**config.mk**
```make
export PLATFORM = sky130hd
export DESIGN_NAME = riot_timer_io_flat
export DESIGN_NICKNAME = d
export VERILOG_FILES = /design/src/rtl/riot_pkg.sv /design/src/rtl/riot_timer_io_if.sv /design/src/rtl/riot_interval_timer.sv /design/src/rtl/riot_timer_io.sv /design/src/flat_wrapper.sv
export SDC_FILE = /design/constraint.sdc
export NUM_CORES = 1
export LEC_CHECK = 0
export CORE_MARGIN = 10
export CORE_UTILIZATION = 42
export CTS_CLUSTER_SIZE = 40
export DETAILED_ROUTE_END_ITERATION = 6
export PLACE_DENSITY = 0.74
export SYNTH_ARGS = -nofsm -noshare
export SYNTH_HDL_FRONTEND = slang
export SYNTH_SLANG_ARGS = --single-unit
```
**constraint.sdc**
```tcl
create_clock -name clk -period 2.57 [get_ports clk]
set_clock_uncertainty 0.05 [all_clocks]
set_input_delay 0.257 -clock clk [delete_from_list [all_inputs] [get_ports clk]]
set_output_delay 0.257 -clock clk [all_outputs]
set_load 0.02 [all_outputs]
```
**src/rtl/riot_pkg.sv**
```systemverilog
// rtl/riot_pkg.sv - register map, interval encoding and prescaler helpers for the RIOT timer/I-O
package riot_pkg;

   localparam int PRESCALE_W = 10;

   // Port B pin value presented while no console switches are wired
   localparam logic [7:0] PB_RESET_IN = 8'hFF;

   localparam logic [4:0] ADDR_SWCHA    = 5'h00;
   localparam logic [4:0] ADDR_SWACNT   = 5'h01;
   localparam logic [4:0] ADDR_SWCHB    = 5'h02;
   localparam logic [4:0] ADDR_SWBCNT   = 5'h03;
   localparam logic [4:0] ADDR_INTIM    = 5'h04;
   localparam logic [4:0] ADDR_TIMINT   = 5'h05;
   localparam logic [4:0] ADDR_TIM1T    = 5'h14;
   localparam logic [4:0] ADDR_TIM8T    = 5'h15;
   localparam logic [4:0] ADDR_TIM64T   = 5'h16;
   localparam logic [4:0] ADDR_TIM1024T = 5'h17;

   typedef enum logic [1:0] {
      IV_1    = 2'b00,
      IV_8    = 2'b01,
      IV_64   = 2'b10,
      IV_1024 = 2'b11
   } interval_e;

   // Prescaler reload value: ticks per count minus one
   function automatic logic [PRESCALE_W-1:0] interval_m1(input interval_e sel);
      case (sel)
         IV_1:    return 10'd0;
         IV_8:    return 10'd7;
         IV_64:   return 10'd63;
         default: return 10'd1023;
      endcase
   endfunction

endpackage

```
**src/rtl/riot_timer_io_if.sv**
```systemverilog
// rtl/riot_timer_io_if.sv - 6502-side bus between the CPU core and the RIOT timer/I-O
interface riot_timer_io_if;
   logic       cpu_tick;
   logic       cs;
   logic [4:0] addr;
   logic       we;
   logic [7:0] wdata;
   logic [7:0] rdata;
   logic       irq;

   modport master (output cpu_tick, cs, addr, we, wdata, input rdata, irq);
   modport slave  (input cpu_tick, cs, addr, we, wdata, output rdata, irq);
endinterface

```
**src/rtl/riot_interval_timer.sv**
```systemverilog
// rtl/riot_interval_timer.sv - 8-bit interval timer with 1/8/64/1024 prescaler and underflow flag
module riot_interval_timer
   import riot_pkg::*;
#(
   parameter logic [7:0] TIMER_RESET = 8'h00
) (
   input  logic       clk,
   input  logic       rst,
   input  logic       tick,
   input  logic       load,
   input  logic [7:0] ld_val,
   input  interval_e  ld_sel,
   input  logic       clr_flag,
   output logic [7:0] count,
   output logic       flag
);

   logic [7:0]            counter_q, counter_d;
   logic [PRESCALE_W-1:0] prescale_q, prescale_d;
   logic [PRESCALE_W-1:0] ivl_m1_q, ivl_m1_d;
   logic                  flag_q, flag_d;
   logic                  underflow;

   always_comb begin
      counter_d  = counter_q;
      prescale_d = prescale_q;
      ivl_m1_d   = ivl_m1_q;
      flag_d     = flag_q;
      underflow  = 1'b0;
      if (tick) begin
         if (load) begin
            counter_d  = ld_val;
            ivl_m1_d   = interval_m1(ld_sel);
            prescale_d = '0;
            flag_d     = 1'b0;
         end else begin
            if (clr_flag) flag_d = 1'b0;
            if (prescale_q != '0) begin
               prescale_d = prescale_q - PRESCALE_W'(1);
            end else begin
               counter_d = counter_q - 8'd1;
               underflow = (counter_q == 8'h00);
               // After underflow the counter free-runs at one count per tick until reloaded
               if (underflow) begin
                  flag_d   = 1'b1;
                  ivl_m1_d = '0;
               end
               prescale_d = (flag_q | underflow) ? '0 : ivl_m1_q;
            end
         end
      end
   end

   always_ff @(posedge clk) begin
      if (rst) begin
         counter_q  <= TIMER_RESET;
         prescale_q <= '0;
         ivl_m1_q   <= interval_m1(IV_1024);
         flag_q     <= 1'b0;
      end else begin
         counter_q  <= counter_d;
         prescale_q <= prescale_d;
         ivl_m1_q   <= ivl_m1_d;
         flag_q     <= flag_d;
      end
   end

   assign count = counter_q;
   assign flag  = flag_q;

endmodule

```
**src/rtl/riot_timer_io.sv**
```systemverilog
// rtl/riot_timer_io.sv - 6532 RIOT timer and I/O ports for the Atari 2600 core (RAM excluded)
module riot_timer_io
   import riot_pkg::*;
#(
   parameter logic [7:0] TIMER_RESET = 8'h00
) (
   input  logic              clk,
   input  logic              rst,
   riot_timer_io_if.slave    bus,
   input  logic [7:0]        pa_in,
   output logic [7:0]        pa_out,
   output logic [7:0]        pa_oe,
   input  logic [7:0]        pb_in,
   output logic [7:0]        pb_out,
   output logic [7:0]        pb_oe
);

   logic [7:0] pa_out_q, pa_out_d, pa_oe_q, pa_oe_d;
   logic [7:0] pb_out_q, pb_out_d, pb_oe_q, pb_oe_d;
   logic       pa7_pos_q, pa7_pos_d, pa7_irq_en_q, pa7_irq_en_d;
   logic       pa7_flag_q, pa7_flag_d, pa7_in_q;
   logic       tim_irq_en_q, tim_irq_en_d;
   logic       rd, wr, wr_port, wr_edge, wr_timer, rd_intim, rd_timint, pa7_edge;
   logic [7:0] count;
   logic       timer_flag;

   assign rd        = bus.cs & ~bus.we;
   assign wr        = bus.cs & bus.we & bus.cpu_tick;
   assign wr_port   = wr & ~bus.addr[4] & ~bus.addr[2];
   assign wr_edge   = wr & ~bus.addr[4] &  bus.addr[2];
   assign wr_timer  = wr &  bus.addr[4];
   assign rd_intim  = rd & bus.cpu_tick & bus.addr[2] & ~bus.addr[0];
   assign rd_timint = rd & bus.cpu_tick & bus.addr[2] &  bus.addr[0];
   assign pa7_edge  = pa7_pos_q ? (pa_in[7] & ~pa7_in_q) : (~pa_in[7] & pa7_in_q);

   riot_interval_timer #(.TIMER_RESET(TIMER_RESET)) u_timer (
      .clk      (clk),
      .rst      (rst),
      .tick     (bus.cpu_tick),
      .load     (wr_timer),
      .ld_val   (bus.wdata),
      .ld_sel   (interval_e'(bus.addr[1:0])),
      .clr_flag (rd_intim),
      .count    (count),
      .flag     (timer_flag)
   );

   always_comb begin
      pa_out_d     = pa_out_q;
      pa_oe_d      = pa_oe_q;
      pb_out_d     = pb_out_q;
      pb_oe_d      = pb_oe_q;
      pa7_pos_d    = pa7_pos_q;
      pa7_irq_en_d = pa7_irq_en_q;
      tim_irq_en_d = tim_irq_en_q;
      pa7_flag_d   = pa7_flag_q;
      if (wr_port) begin
         case (bus.addr[1:0])
            ADDR_SWCHA[1:0]:  pa_out_d = bus.wdata;
            ADDR_SWACNT[1:0]: pa_oe_d  = bus.wdata;
            ADDR_SWCHB[1:0]:  pb_out_d = bus.wdata;
            default:          pb_oe_d  = bus.wdata;
         endcase
      end
      // Edge-control settings come from the address lines, not the data bus
      if (wr_edge) {pa7_irq_en_d, pa7_pos_d} = bus.addr[1:0];
      if (wr_timer) tim_irq_en_d = bus.addr[3];
      if (rd_timint) pa7_flag_d = 1'b0;
      if (pa7_edge) pa7_flag_d = 1'b1;
   end

   always_ff @(posedge clk) begin
      if (rst) begin
         pa_out_q     <= '0;
         pa_oe_q      <= '0;
         pb_out_q     <= '0;
         pb_oe_q      <= '0;
         pa7_pos_q    <= 1'b0;
         pa7_irq_en_q <= 1'b0;
         tim_irq_en_q <= 1'b0;
         pa7_flag_q   <= 1'b0;
         pa7_in_q     <= pa_in[7];
      end else begin
         pa_out_q     <= pa_out_d;
         pa_oe_q      <= pa_oe_d;
         pb_out_q     <= pb_out_d;
         pb_oe_q      <= pb_oe_d;
         pa7_pos_q    <= pa7_pos_d;
         pa7_irq_en_q <= pa7_irq_en_d;
         tim_irq_en_q <= tim_irq_en_d;
         pa7_flag_q   <= pa7_flag_d;
         pa7_in_q     <= pa_in[7];
      end
   end

   always_comb begin
      bus.rdata = 8'h00;
      if (rd) begin
         if (!bus.addr[2]) begin
            case (bus.addr[1:0])
               ADDR_SWCHA[1:0]:  bus.rdata = (pa_out_q & pa_oe_q) | (pa_in & ~pa_oe_q);
               ADDR_SWACNT[1:0]: bus.rdata = pa_oe_q;
               ADDR_SWCHB[1:0]:  bus.rdata = (pb_out_q & pb_oe_q) | (pb_in & ~pb_oe_q);
               default:          bus.rdata = pb_oe_q;
            endcase
         end else if (bus.addr[0]) begin
            bus.rdata = {timer_flag, pa7_flag_q, 6'b0};
         end else begin
            bus.rdata = count;
         end
      end
   end

   assign bus.irq = (timer_flag & tim_irq_en_q) | (pa7_flag_q & pa7_irq_en_q);
   assign pa_out  = pa_out_q;
   assign pa_oe   = pa_oe_q;
   assign pb_out  = pb_out_q;
   assign pb_oe   = pb_oe_q;

endmodule
```
**src/flat_wrapper.sv**
```systemverilog
// flat-port wrapper written by rule: the top's interface ports become plain ports
module riot_timer_io_flat import riot_pkg::*;
#(
   parameter logic [7:0] TIMER_RESET = 8'h00
)
  (clk, rst, pa_in, pa_out, pa_oe, pb_in, pb_out, pb_oe, bus_cpu_tick, bus_cs, bus_addr, bus_we, bus_wdata, bus_rdata, bus_irq);
  riot_timer_io_if bus_i ();
  input  logic clk;
  input  logic rst;
  input  logic [7:0] pa_in;
  output logic [7:0] pa_out;
  output logic [7:0] pa_oe;
  input  logic [7:0] pb_in;
  output logic [7:0] pb_out;
  output logic [7:0] pb_oe;
  input wire logic [$bits(bus_i.cpu_tick)-1:0] bus_cpu_tick;
  input wire logic [$bits(bus_i.cs)-1:0] bus_cs;
  input wire logic [$bits(bus_i.addr)-1:0] bus_addr;
  input wire logic [$bits(bus_i.we)-1:0] bus_we;
  input wire logic [$bits(bus_i.wdata)-1:0] bus_wdata;
  output wire logic [$bits(bus_i.rdata)-1:0] bus_rdata;
  output wire logic [$bits(bus_i.irq)-1:0] bus_irq;
  assign bus_i.cpu_tick = bus_cpu_tick;
  assign bus_i.cs = bus_cs;
  assign bus_i.addr = bus_addr;
  assign bus_i.we = bus_we;
  assign bus_i.wdata = bus_wdata;
  assign bus_rdata = bus_i.rdata;
  assign bus_irq = bus_i.irq;
  riot_timer_io #(.TIMER_RESET(TIMER_RESET)) u_core (.clk(clk), .rst(rst), .bus(bus_i), .pa_in(pa_in), .pa_out(pa_out), .pa_oe(pa_oe), .pb_in(pb_in), .pb_out(pb_out), .pb_oe(pb_oe));
endmodule
```
======== Yosys cells after proc, flatten, opt, wreduce, memory -nomap -nowiden ========
Index checks and enable logic that the tools add are counted.
storage, ports and cells
  register bits after elaboration ......... 66
  input bits .............................. 34
  output and inout port bits .............. 41
  word-level logic and storage cells ...... 82
cells by class
  add/subtract/negate cells ............... 2
  eq/ne operators ......................... 3
  mux-type cells .......................... 20
  bitwise gates (word level) .............. 32
  reductions and logical operators ........ 12
operator list
  kind                                                                   count
  10-bit 2-to-1 mux                                                      6
  8-bit 2-to-1 mux                                                       5
  8-bit AND                                                              4
  10-bit case mux with 3 select lines                                    1
  8-bit case mux with 3 select lines                                     1
  8-bit NOT                                                              2
  8-bit OR                                                               2
  1-bit AND                                                              15
  2-bit AND reduction                                                    5
  10-bit nonzero test                                                    1
  10-bit by 1-bit subtractor with 10-bit output, second input constant   1
  8-bit zero test                                                        1
  8-bit by 1-bit subtractor with 8-bit output, second input constant     1
  1-bit 2-to-1 mux                                                       7
  1-bit NOT                                                              7
  2-bit nonzero test                                                     2
  3-bit AND reduction                                                    1
  3-bit OR reduction                                                     1
  2-bit by 1-bit equality test with 1-bit output, second input constant  1
  2-bit equality test, second input constant                             1
  2-bit zero test                                                        1
  2-bit inequality test, second input constant                           1
  1-bit OR                                                               2

======== Logic depth before layout (Yosys ltp) ========
Gate-level depths: netlist (run 1).
  depth after elaboration ................. 9
  gate-level depth with buffers ........... 7
  depth with buffers taken out ............ 6

======== By module ========
Synthesis (run 1) repeated with hierarchy kept, for this count alone.
unflattened totals
  cell total of the unflattened synthesis .. 398
  area, all modules ....................... 3326.9 µm²
by module, submodules not included
  module               instances  cells an instance  area each (µm²)  sequential area each (µm²)
  riot_timer_io        1          218                1955.6           740.7
  riot_interval_timer  1          180                1371.3           440.4

======== Worst setup path after synthesis (run 1) ========
OpenSTA, ideal clock, no wires.
  path kind ............................... input port to output port
  from .................................... in bus_addr[0]
  to ...................................... out bus_rdata[6]
  arrival time ............................ 1.621 ns
  required time ........................... 2.263 ns
  setup slack ............................. 0.642 ns
  stages on the path ...................... 5
  path buffers ............................ 1
  cells stage by stage .................... buf_2 or3b_2 a21oi_1 nor3_1 a211oi_1
between the ends
  word-level cells in the longest chain between the ends .. 4
  elaborated cells between the ends (all ways) .. 7
  those cells by class .................... eq/ne (2); mux (4); reduce/logical (1)
ends and longest elaborated chain
  element                                      line                  source
  start, declared                              flat_wrapper.sv:18    input wire logic [$bits(bus_i.addr)-1:0] bus_addr;
  2-bit equality test (tied with other cells)  riot_timer_io.sv:100  case (bus.addr[1:0])
  8-bit case mux with 3 select lines           riot_timer_io.sv:100
  8-bit 2-to-1 mux (*)                         riot_timer_io.sv:99   if (!bus.addr[2]) begin
  8-bit 2-to-1 mux (*)                         riot_timer_io.sv:98   if (rd) begin
  end, declared                                flat_wrapper.sv:21    output wire logic [$bits(bus_i.rdata)-1:0] bus_rdata;
Mark *: on every way between the ends. The rest lies on a longest branch, timed or not.

======== Worst setup path in the final report (run 1) ========
  from .................................... in bus_cs
  to ...................................... out bus_rdata[5]
between the ends
  word-level cells in the longest chain between the ends .. 2
ends and longest elaborated chain
  element           line                 source
  start, declared   flat_wrapper.sv:17   input wire logic [$bits(bus_i.cs)-1:0] bus_cs;
  1-bit AND         riot_timer_io.sv:27  assign rd = bus.cs & ~bus.we;
  8-bit 2-to-1 mux  riot_timer_io.sv:98
Every way passes these cells.

==> results of run 1 <==
==> cells in the final DEF, fill, tap and decap left out, types with 8 or more instances in the layout <==
cell type         n
buf_4            25
a21oi_1          21
dfxtp_1          59
inv_1            10
a31oi_1           8
nor2_1           64
nand2_1          21
a211oi_1         10
nand4_1           9
mux2i_1          34
clkdlybuf4s50_1  65
nor3_1           12
o21ai_0          24
clkbuf_8         11
==> how the worst min path moves through the flow <==
stage                                                  from                                       to  slack, ns  cells past startpoint
floorplan                                          pa_in[7]                  u_core.pa7_in_q$_DFF_P_       0.23                      0
global placement    u_core.u_timer.ivl_m1_q[8]$_SDFFE_PP1P_  u_core.u_timer.ivl_m1_q[8]$_SDFFE_PP1P_       0.40                      1
detailed placement  u_core.u_timer.ivl_m1_q[8]$_SDFFE_PP1P_  u_core.u_timer.ivl_m1_q[8]$_SDFFE_PP1P_       0.41                      1
CTS                                                     rst             u_core.pa_oe[4]$_SDFFE_PP0P_       0.24                      2
global route                                            rst         u_core.pa7_irq_en_q$_SDFFE_PP0P_       0.26                      2
finish                                                  rst             u_core.pa_oe[4]$_SDFFE_PP0P_       0.26                      2
==> kinds of logic after synthesis <==
logic type	Yosys count
xor+xnor	1
compound gates	105
simple gates	149
fa+ha+maj	3
mux	34
buf+inv	34
flops	59
==> through the flow <==
| step | hold WS, ns | setup slack [ns] | instance area [sq um] | setup TNS, ns | cells |
|---|---|---|---|---|---|
| floorplan | 0.2347 | 0.6421 | 3236 | 0 | 385 |
| global placement | 0.4016 | -0.1204 | 4202 | -0.2437 | 560 |
| detailed placement | 0.4082 | -0.1758 | 4202 | -0.5770 | 560 |
| CTS | 0.2430 | 0.1081 | 4419 | 0 | 576 |
| global route | 0.2650 | 0.001428 | 4415 | 0 | 576 |
| finish | 0.2612 | 0.1298 | 4415 | 0 | 576 |
==> critical path: cells and delay by family <==
| family | cells | cell delay, ns |
|---|---|---|
| buf+inv | 3 | 1.11 |
| simple gates | 2 | 0.45 |
| compound gates | 2 | 0.30 |
==> sequential cells by signal, indices dropped and copies added (netlist names) <==
name and flops:
u_core.u_timer.ivl_m1_q 3, u_core.pa_oe 8, u_core.pb_oe 8, u_core.u_timer.prescale_q 10, u_core.pa7_flag_q 1, u_core.pa7_in_q 1, u_core.u_timer.count 8, u_core.tim_irq_en_q 1
u_core.pa7_irq_en_q 1, u_core.pb_out 8, u_core.pa_out 8, u_core.pa7_pos_q 1, u_core.u_timer.flag 1
==> synthesized netlist by cell type (2+ instances only) <==
cell       count  area, sq um
or3b_2         4        35.03
or4_1          2        15.01
nand3_1        6        30.03
a211o_1        4        35.03
a211oi_1      10        75.07
a21oi_1       21        105.1
ha_1           3        37.54
o211ai_1       3        22.52
a22o_1         6        52.55
nor2_1        64        240.2
nor3_1        12        60.06
buf_4          2        15.01
inv_1         10        37.54
and3_1         2        12.51
buf_2          8        40.04
a221oi_1       5        43.79
nor4_4         2        42.54
o22ai_1        3        18.77
o31a_1         3        26.28
o311ai_0       2        17.52
nand4_1        9        56.30
clkbuf_1      14        52.55
o21ai_0       24        120.1
a221o_1        2        20.02
nand2_1       21        78.83
a31oi_1        8        50.05
mux2i_1       34        340.3
o2bb2ai_1      3        26.28
a21o_1         3        22.52
or2_2          2        12.51
dfxtp_1       59         1181
nor4_1         2        12.51
nand2b_1       6        37.54
nor3_2         2        20.02
==> report_power, final <==
part	total (mW)	internal (mW)	switching (mW)
Sequential	1.27	1.07	0.202
Combinational	1.55	0.666	0.884
Clock	0.976	0.598	0.378
Total	3.80	2.33	1.46
==> cell type report <==
type,count,area share
multi-input cells,292,0.4338
repair buffers,100,0.2105
clock inverters,4,0.01644
well taps,99,0.02805
clock buffers,12,0.03514
inverters,10,0.008501
flip-flops and latches,59,0.2675
==> metal layers <==
layer,global-route usage,up-vias
met1,0.2312,1571
li1,-,1596
met2,0.2706,129
met5,0,-
met3,0.06407,14
met4,0.05916,0
==> qor.yml, run 1 <==
timing:
  fin_crit_sh: 0.9495
  fin_crit_ns: 2.440
  hold_viol: 0
  slew_headroom: 0.6501
  slew_viol_final: 0
  finalSetupViolCount: 0
  clock.fmax_mhz: 409.8
  worst_pin_slew_ns: 0.5248
  rsz0062_at_grt: "no"
clock_network:
  postCtsHoldBufs: 0
  numCtsBuffers: 9
  clkSlewWorstSetupHoldPaths_ns: 0.07
  cts_tree: "yes"
  root_buffer: "clkbuf_8"
  ctsResizeCount: 8
  clock_latency_ns: 0.34
  cts.sinks: 59
  cts_setup_buffers: 0
  clockBufferDepth: 2
  h-tree-depth: 3
global_route:
  grt_pass1_vias: 3242
  grt_max_degree: 36
  grt_pass1_wl_mm: 16.74
  antenna_found_initial: 0
  overflow: 0
  grt_util_all_layers: 0.1794
cells_and_area:
  syn_to_final_growth_pct: 36.47
  fillCellCount: 662
  multiInputGateArea_sq_mm: 0.001916
  n_antenna_cell: 0
  fin_nets: 509
  drive_gt1_frac: 0.1279
  seq_area_sq_mm: 0.001181
  utilization: 0.5992
pwr:
  leakagePower_nw: 1.604
  power-per-cell-area_mw_per_mm2: 860.1
  power.total_mw: 3.798
  irDropWorstVdd_uv: 367.0
critical_path:
  r2r-start: "u_core.u_timer.prescale_q[0]$_SDFFE_PP0P_"
  r2r_slack_ns: 0.40
  critPathMaxStageDelay_ns: 0.60
  path_class: "primary input to primary output"
  crit_chain: "clkdlybuf4s50_1 > or2b_1 > nor2_1 > o21ai_0 > buf_4 > o21ai_0 > dlygate4sd2_1"
  r2r_cells: 6
  crit_end: "bus_rdata[5]"
  reg2reg_to: "u_core.u_timer.ivl_m1_q[5]$_SDFFE_PP1P_"
  crit_required_ns: 2.26
  path_max_fanout: 6
  cpMostUsedCell: "o21ai_0"
  crit_slowest_cell: "clkdlybuf4s50_1"
  cp-start-kind: "primary input"
  worstPathArrival_ns: 2.13
  end_kind: "primary output"
  startpoint: "bus_cs"
drt:
  top_layer: "met4"
  drt-met1-wl_mm: 4.699
  met2_length_mm: 4.804
  avgRoutedWirePerCell_microns: 18.26
  drt_iter0_drc: 184
  first_pass_iters: 5
  drc: 0
  finalWirelength_mm: 10.52
  vias_per_cell: 5.747
  ant_nets: 0
  wl_met3_microns: 861
  num_vias: 3310
yosys:
  syn_area_sq_mm: 0.003236
  postSynthNetCount: 422
  synth_top_family_by_area: "simple AND/OR/NAND/NOR gates"
  synth_edf_count: 0
  ys_warn_count: 0
  synth-simple-area-share: 0.2525
  yosysUniqueCellTypes: 58
  yosysSeqAreaShare: 0.3650
  synth_flop_cell: "dfxtp_1"
  synthMuxAreaShare: 0.1052
  synth_fa_ha_area_frac: 0.01160
  avgSynthCellArea_sq_um: 8.404
  synth_cells: 385
  synthXorXnorAreaFrac: 0.002707
  async_reset_ff_frac: 0
  synth_compound_area_frac: 0.2181
  synth-seq-cells: 59
floorplan:
  die_y_microns: 107.8
  placeableCoreArea_sq_mm: 0.007370
  die-area_sq_mm: 0.01161
  rows: 31
  io_pins: 75
  die_w_microns: 107.8
  start_util: 0.4390
placed_design:
  port_buffers: 74
  finalWeightedCongestion: 0.8607
  hpwl_mm: 7.759
hold_path:
  hp-class: "primary input to flop"
status:
  status: "completed"
job:
  cap_viol_max_count: 0
No activity file was read; power rests on OpenSTA's default activity.
==> run 2, diff against run 1 <==
--- a/config.mk
+++ b/config.mk
@@ -10,6 +10,7 @@
 export CTS_CLUSTER_SIZE = 40
 export DETAILED_ROUTE_END_ITERATION = 6
 export PLACE_DENSITY = 0.74
+export SLEW_MARGIN = 20
 export SYNTH_ARGS = -nofsm -noshare
 export SYNTH_HDL_FRONTEND = slang
 export SYNTH_SLANG_ARGS = --single-unit
==> results of run 2 <==
Same layout as run 1: the final DEF is identical, and so are final timing and power.
